==> src/rtl/dmem_arb_pkg.sv <==
// Shared encodings for the data-memory arbiter: FSM state, response owner, full write mask.
package dmem_arb_pkg;
  typedef enum logic {IDLE = 1'b0, LOCKED = 1'b1} state_t;
  typedef enum logic {CORE = 1'b0, CTX = 1'b1} owner_t;
  localparam logic [3:0] WMASK_FULL = 4'hF;
endpackage

==> src/rtl/dmem_arb_resp_route.sv <==
// Tracks the single outstanding DMEM read and steers its one-cycle-late data
// to the requester that issued it.
module dmem_arb_resp_route
  import dmem_arb_pkg::*;
#(
  parameter int DW = 32
) (
  input  logic          clk,
  input  logic          resetn,
  input  logic          rd_grant,
  input  owner_t        rd_owner,
  input  logic [DW-1:0] mem_rdata,
  output logic          core_rvalid,
  output logic [DW-1:0] core_rdata,
  output logic          ctx_rvalid,
  output logic [DW-1:0] ctx_rdata
);
  logic   pend;
  owner_t owner;

  always_ff @(posedge clk or negedge resetn) begin
    if (!resetn) begin
      pend  <= 1'b0;
      owner <= CORE;
    end else begin
      pend <= rd_grant;
      if (rd_grant) owner <= rd_owner;
    end
  end

  // Data is gated, not held: outside an rvalid cycle both rdata buses read 0.
  assign core_rvalid = pend && (owner == CORE);
  assign ctx_rvalid  = pend && (owner == CTX);
  assign core_rdata  = core_rvalid ? mem_rdata : '0;
  assign ctx_rdata   = ctx_rvalid  ? mem_rdata : '0;
endmodule

==> src/rtl/dmem_arbiter.sv <==
// Two-requester DMEM arbiter (core MEM stage vs. interrupt ctx engine) with locked ctx bursts.
// Optional core anti-starvation forcing is enabled by defining DMEM_ARB_STARVE_EN.
module dmem_arbiter
  import dmem_arb_pkg::*;
#(
  parameter int AW       = 32,
  parameter int DW       = 32,
  parameter int MAX_WAIT = 4
) (
  input  logic          clk,
  input  logic          resetn,
  input  logic          core_valid_i,
  input  logic          core_we_i,
  input  logic [3:0]    core_wmask_i,
  input  logic [AW-1:0] core_addr_i,
  input  logic [DW-1:0] core_wdata_i,
  output logic          core_ready_o,
  output logic          core_rvalid_o,
  output logic [DW-1:0] core_rdata_o,
  input  logic          ctx_valid_i,
  input  logic          ctx_lock_i,
  input  logic          ctx_we_i,
  input  logic [AW-1:0] ctx_addr_i,
  input  logic [DW-1:0] ctx_wdata_i,
  output logic          ctx_ready_o,
  output logic          ctx_rvalid_o,
  output logic [DW-1:0] ctx_rdata_o,
  output logic          mem_en_o,
  output logic          mem_we_o,
  output logic [3:0]    mem_wmask_o,
  output logic [AW-1:0] mem_addr_o,
  output logic [DW-1:0] mem_wdata_o,
  input  logic [DW-1:0] mem_rdata_i
);
  state_t state, state_nxt;
  logic   force_core, core_xfer, ctx_xfer, rd_grant;
  owner_t rd_owner;

`ifdef DMEM_ARB_STARVE_EN
  localparam int CW = $clog2(MAX_WAIT + 1);
  logic [CW-1:0] starve_cnt;

  assign force_core = (state == IDLE) && core_valid_i && (starve_cnt == CW'(MAX_WAIT));

  // Counter only moves in IDLE, so a locked burst can never be broken by it.
  always_ff @(posedge clk or negedge resetn) begin
    if (!resetn)
      starve_cnt <= '0;
    else if (core_xfer)
      starve_cnt <= '0;
    else if (state == IDLE && core_valid_i && !core_ready_o && starve_cnt != CW'(MAX_WAIT))
      starve_cnt <= starve_cnt + 1'b1;
  end
`else
  assign force_core = 1'b0;
`endif

  always_ff @(posedge clk or negedge resetn) begin
    if (!resetn) state <= IDLE;
    else         state <= state_nxt;
  end

  always_comb begin
    state_nxt    = state;
    core_ready_o = 1'b0;
    ctx_ready_o  = 1'b0;
    case (state)
      IDLE: begin
        ctx_ready_o  = !force_core;
        core_ready_o = !(ctx_valid_i && !force_core);
        if (ctx_valid_i && !force_core && ctx_lock_i) state_nxt = LOCKED;
      end
      LOCKED: begin
        // Grant stays with ctx even across bubbles until the unlocked last beat.
        ctx_ready_o = 1'b1;
        if (ctx_valid_i && !ctx_lock_i) state_nxt = IDLE;
      end
      default: state_nxt = IDLE;
    endcase
  end

  assign core_xfer = core_valid_i && core_ready_o;
  assign ctx_xfer  = ctx_valid_i && ctx_ready_o;

  always_comb begin
    mem_en_o = core_xfer || ctx_xfer;
    if (ctx_xfer) begin
      mem_we_o    = ctx_we_i;
      mem_wmask_o = ctx_we_i ? WMASK_FULL : 4'h0;
      mem_addr_o  = ctx_addr_i;
      mem_wdata_o = ctx_wdata_i;
    end else begin
      mem_we_o    = core_xfer && core_we_i;
      mem_wmask_o = core_xfer ? core_wmask_i : 4'h0;
      mem_addr_o  = core_addr_i;
      mem_wdata_o = core_wdata_i;
    end
  end

  assign rd_grant = mem_en_o && !mem_we_o;
  assign rd_owner = ctx_xfer ? CTX : CORE;

  dmem_arb_resp_route #(.DW(DW)) u_resp (
    .clk         (clk),
    .resetn      (resetn),
    .rd_grant    (rd_grant),
    .rd_owner    (rd_owner),
    .mem_rdata   (mem_rdata_i),
    .core_rvalid (core_rvalid_o),
    .core_rdata  (core_rdata_o),
    .ctx_rvalid  (ctx_rvalid_o),
    .ctx_rdata   (ctx_rdata_o)
  );
endmodule
==> config.mk <==
export PLATFORM = sky130hd
export DESIGN_NAME = dmem_arbiter
export DESIGN_NICKNAME = d
export VERILOG_FILES = /design/src/rtl/dmem_arb_pkg.sv /design/src/rtl/dmem_arb_resp_route.sv /design/src/rtl/dmem_arbiter.sv
export SDC_FILE = /design/constraint.sdc
export NUM_CORES = 1
export LEC_CHECK = 0
export ABC_AREA = 1
export CORE_AREA = 2 2 120 122
export DETAILED_ROUTE_END_ITERATION = 10
export DIE_AREA = 0 0 122 124
export MAX_ROUTING_LAYER = met4
export SYNTH_ARGS = -nofsm -noshare
export SYNTH_HDL_FRONTEND = slang
export SYNTH_SLANG_ARGS = --single-unit
==> constraint.sdc <==
create_clock -name clk -period 2.2 [get_ports clk]
set_input_delay 0.66 -clock clk [delete_from_list [all_inputs] [get_ports clk]]
set_output_delay 0.66 -clock clk [all_outputs]
set_load 0.03 [all_outputs]
==> impl_metrics.toml, run 1 <==
[run_status]
status = "finished with violations"
violations = "negative setup slack"

[die]
dieHeight_um = 124
die_area_sq_mm = 0.01513
dieWidth_um = 122
ios = 309
start_util = 0.1035
core_area_sq_mm = 0.01372
num_rows = 43

[sta]
fin_ws_ns = -0.1120
hold_violations = 0
period_needed_ns = 2.312
drv_slew = 0
fin_crit_sh = 1.051
max_clock_freq_ghz = 0.4325
rsz0062_at_grt = "true"
hold_ws_ns = 0.5247
finalSetupViolations = 47
fin_worst_skew_ns = 0.003019

[detailed_routing]
finalWirelength_um = 10820
drtPass1Iterations = 4
viasPerCell = 3.714
detail-route-antenna-nets = 0
num_vias = 2641
wire_per_inst_um = 15.22
drt-initial-drc-count = 30
drc = 0

[logic_synthesis]
syn_inst = 206
ys_seq_area_frac = 0.05286
synth-compound-area-share = 0.01674
synth-simple-area-share = 0.2458
synth_seq_cells = 3
synth_mux_area_frac = 0.5075
netlist_area_sq_mm = 0.001420
syn_nets = 377
syn_area_per_cell_sq_um = 6.894
synthAdderAreaFrac = 0
synth_xor_area_frac = 0
synth_top_family_by_area = "multiplexers"
yosysUniqueCellTypes = 17
yosysWarnings = 0

[global_routing]
grt_overflow = 0
grt_first_pass_wirelength_um = 14030
grt_pass1_vias = 2541
grt_max_degree = 33
antenna_found_initial = 0
track_usage = 0.1294

[hold_path]
min_from = "u_resp.owner"
holdPathEnd = "u_resp.owner"
hold_depth = 2
min_path_type = "flop to flop"

[placed_design]
placement.io_buffers = 307
globalplace.congestion = 0.7550
dpl-instance-area_sq_mm = 0.004483
dp_hpwl_um = 9484

[power_and_ir_drop]
total_leakage_power_nw = 2.432
ir_worst_vdd_v = 0.0002019
power_density_mw_per_mm2 = 350.7

[clock_tree]
cts-htree-levels = 1
cts_tree = "built"
clockBufferDepth = 2
cts_inserted_buffers = 3
cts_hold_buffers = 0
clk_latency_ns = 0.22
cts.clk_slew.worst_paths_ns = 0.03
clock_sinks = 3
clockRootBuffer = "clkbuf_16"

[cells_and_area]
diodes = 0
fin_nets = 703
drive_gt1_frac = 0.4557
fillers = 1421
utilization = 0.3637
stdcell_area_sq_mm = 0.004990
area_growth_pct = 251.4

[critical_path]
path_max_fanout = 10
crit-reg2reg-capture = "u_resp.owner"
cp_data_arrival_time_ns = 1.65
ff2ff_path_depth = 11
reg2reg_slack_ns = 0.48
critPathRequiredTime_ns = 1.54
startpoint_type = "primary input"
crit_type = "primary input to output port"
endpoint_kind = "output port"

[run]
max-cap-violations = 0
## metal layers
| metal | track usage | vias up | part of all wire |
|---|---|---|---|
| met5 | - | - | 0 |
| met1 | 0.1111 | 1152 | 0.30 |
| met3 | 0.04716 | 13 | 0.13 |
| li1 | - | 1290 | - |
| met2 | 0.2619 | 186 | 0.55 |
| met4 | 0.03376 | 0 | 0.020 |
## critical path, cell delays in order
cell and delay (ns):
buf_8 0.09, buf_4 0.13, bufbuf_16 0.27, mux2_2 0.33
buf_4 0.17
## placed cells by master, fill, tap and decap left out
cell type,instances
clkdlybuf4s50_1,165
buf_4,101
nor2_1,62
mux2_2,53
buf_6,47
inv_1,37
nand2_1,11
mux2_4,11
buf_12,8
buf_8,4
dlygate4sd2_1,4
nor2_2,3
dfrtp_1,3
clkbuf_16,3
nand2_2,2
nand3_1,2
buf_16,2
dlymetal6s2s_1,2
buf_2,2
nor2_8,1
inv_2,1
nor3_4,1
o21bai_4,1
nand3_2,1
a21oi_1,1
conb_1,1
clkbuf_1,1
bufbuf_16,1
## cells by family (layout without fill, tap and decap cells)
family          after synthesis  after routing
compound gates                2              2
other cells                   1              1
flops                         3              3
mux                          64             64
simple gates                 83             83
buf+inv                      53            378
## worst max path at each step
stage | start | endpoint | slack (ns) | depth (start not counted)
floorplan | u_resp.owner | core_rdata_o[0] | 0.11 | 4
global placement | core_wdata_i[19] | mem_wdata_o[19] | -0.44 | 3
detailed placement | core_wdata_i[19] | mem_wdata_o[19] | -0.44 | 3
CTS | core_wdata_i[19] | mem_wdata_o[19] | -0.12 | 3
global route | ctx_valid_i | mem_wmask_o[3] | -0.17 | 8
finish | ctx_valid_i | mem_wdata_o[23] | -0.11 | 5
## report_power, final
part	switching [W]	internal [W]
clock network	0.0000505	0.000239
registers	0.00000858	0.0000613
logic	0.000675	0.000715
total	0.000734	0.00102
## layout make-up
class / count / area, sq um / share of cell area
flip-flops and latches: 3 / 75.07 / 0.01505
clock buffers: 4 / 78.83 / 0.01580
multi-input cells: 150 / 1151 / 0.2307
inverters: 38 / 142.6 / 0.02859
well taps: 180 / 225.2 / 0.04514
repair buffers: 336 / 3317 / 0.6647
## synthesized netlist by cell type, drive strengths merged
library cell / n / area share
nor2: 66 / 0.19
mux2: 64 / 0.51
inv: 38 / 0.10
nand2: 13 / 0.034
buf: 12 / 0.066
clkbuf: 3 / 0.0079
dfrtp: 3 / 0.053
nand3: 3 / 0.014
a21oi: 1 / 0.0035
conb: 1 / 0.0026
nor3: 1 / 0.011
o21bai: 1 / 0.013
## metrics by stage
| step | std cells | worst slack (ns) | total power [W] | TNS, ns |
|---|---|---|---|---|
| 2_1_floorplan | 206 | 0.1068 | 0.0006920 | 0 |
| 3_3_place_gp | 691 | -0.4423 | 0.001352 | -17.39 |
| 3_5_place_dp | 691 | -0.4351 | 0.001360 | -17.68 |
| 4_1_cts | 708 | -0.1199 | 0.001727 | -3.096 |
| 5_1_grt | 711 | -0.1671 | 0.001829 | -4.331 |
| 6_report | 711 | -0.1120 | 0.001750 | -2.933 |
## what timing repair did
action,CTS,global route
resized for setup,168,43
setup endpoints to repair,71,57
pin swaps,5,5
cloned,3,0
setup buffers,10,3
(Power assumes the default switching activity.)
==> run 2: changes to the inputs <==
SLEW_MARGIN = 40   (was default)
clock period = 3 ns   (was 2.2 ns; I/O delays follow)
==> impl_metrics.toml, run 2 (synthesis results as in run 1) <==
[sta]
rsz0062_at_grt = "false"
slew_headroom = 0.6549
worstMarginPinSlew_ns = 0.5169
hold_ws_ns = 0.5036
fin_worst_skew_ns = 0.001515
finalSetupViolations = 0
tns_ns = 0
period_needed_ns = 2.937
fin_crit_sh = 0.9791
hold_violations = 0
max_clock_freq_ghz = 0.3404
drv_slew = 0

[cells_and_area]
area_growth_pct = 216.7
final_common_cell = "clkdlybuf4s50_1"
drive_gt1_frac = 0.3706
fin_nets = 682
diodes = 0
final_cell_mix = "171 x clkdlybuf4s50_1, 111 x buf_4, 65 x nor2_1"
fillers = 1469

[critical_path]
reg2reg_slack_ns = 1.98
endpoint_kind = "output port"
cp_data_arrival_time_ns = 2.04
crit_type = "primary input to output port"
ff2ff_path_depth = 4
startpoint_type = "primary input"
path_max_fanout = 24
critPathRequiredTime_ns = 2.10

[global_routing]
grt_overflow = 0
grt_first_pass_wirelength_um = 12850
grt_pass1_vias = 2401
grt_max_degree = 33
track_usage = 0.1165
antenna_found_initial = 0

[detailed_routing]
wire_per_inst_um = 14.33
detail-route-antenna-nets = 0
drc = 0
drt-initial-drc-count = 30
num_vias = 2502
drtPass1Iterations = 4
viasPerCell = 3.626
finalWirelength_um = 9887

[clock_tree]
clockRootBuffer = "clkbuf_16"
clock_sinks = 3
cts.clk_slew.worst_paths_ns = 0.03
post_cts_buffers = 0
cts_tree = "built"
clockBufferDepth = 2
clk_latency_ns = 0.22
cts_inserted_buffers = 3
cts-htree-levels = 1

[power_and_ir_drop]
ir_worst_vdd_v = 0.0001316
p_sw_w = 0.0005083
p_total_w = 0.001170
seq_power_share = 0.043
total_leakage_power_nw = 2.168
clock_power_share = 0.181
p_int_w = 0.0006614
p_comb_frac = 0.776
power_density_mw_per_mm2 = 260.0
swShare = 0.4345

[die]
core_area_sq_mm = 0.01372
dieWidth_um = 122
die_area_sq_mm = 0.01513
num_rows = 43
dieHeight_um = 124
start_util = 0.1035
ios = 309

[run_status]
status = "completed"

[hold_path]
hold_depth = 2
min_path_type = "flop to flop"

[placed_design]
globalplace.congestion = 0.7862
placement.io_buffers = 307
dp_hpwl_um = 9193

[run]
max-cap-violations = 0
## run 2: power by group through the flow
| stage | clock (W) | sequential [W] | combinational (W) |
|---|---|---|---|
| final | 0.000212 | 0.0000508 | 0.000907 |
| after global placement | 0 | 0.0000511 | 0.000934 |
| after floorplan | 0 | 0.0000504 | 0.000456 |
| after detailed placement | 0 | 0.0000512 | 0.000939 |
| after CTS | 0.000215 | 0.0000509 | 0.000921 |
| after global routing | 0.000220 | 0.0000518 | 0.000956 |
## run 2: timing repair
action                                 in CTS  in global routing
hold buffers                                0                  0
setup endpoints to repair                  27                  2
endpoints found under the hold margin       0                  0
resized for setup                          27                  2
pin swaps                                   0                  1
## run 2: layer usage
metal,vias to the layer above,global-route usage,wire length [um]
met1,1075,0.1050,3128
met2,181,0.2420,5464
li1,1242,-,-
met3,4,0.03434,1246
met4,0,0.01724,47
met5,-,-,0
## run 2: final cells by class
class | instances | area (sq um) | share of cell area
Multi-Input combinational cell | 150 | 1097 | 0.2439
Inverter | 38 | 142.6 | 0.03171
Clock buffer | 4 | 78.83 | 0.01752
Timing Repair Buffer | 315 | 2879 | 0.6401
Sequential cell | 3 | 75.07 | 0.01669
Tap cell | 180 | 225.2 | 0.05007
## run 2: critical path, stage by stage
cell             delay, ns
buf_2                 0.13
buf_12                0.16
nor2_8                0.13
clkdlybuf4s50_1       0.69
## run 2: worst paths after layout
path / start / endpoint
max reg2reg: flop / u_resp.owner
min: u_resp.owner / u_resp.owner
min in group asynchronous: resetn / asynchronous set/reset pin
max in group asynchronous: resetn / u_resp.owner
min reg2reg: u_resp.owner / u_resp.owner
max: ctx_valid_i / core_ready_o
## run 2: per-stage QoR
stage,worst slack (ns),cell area [sq um],cells,utilization
global placement,-0.1067,4451,686,0.3244
global route,0.03321,4498,690,0.3279
floorplan,0.4453,1420,206,-
finish,0.06267,4498,690,0.3279
detailed placement,-0.1082,4451,686,0.3244
CTS,0.05672,4496,690,0.3277
==> run 3: changes to the inputs <==
GPL_TIMING_DRIVEN = 1   (was default)
==> results of run 3 <==
No change in the layout: final DEF, timing and power equal those of run 2.
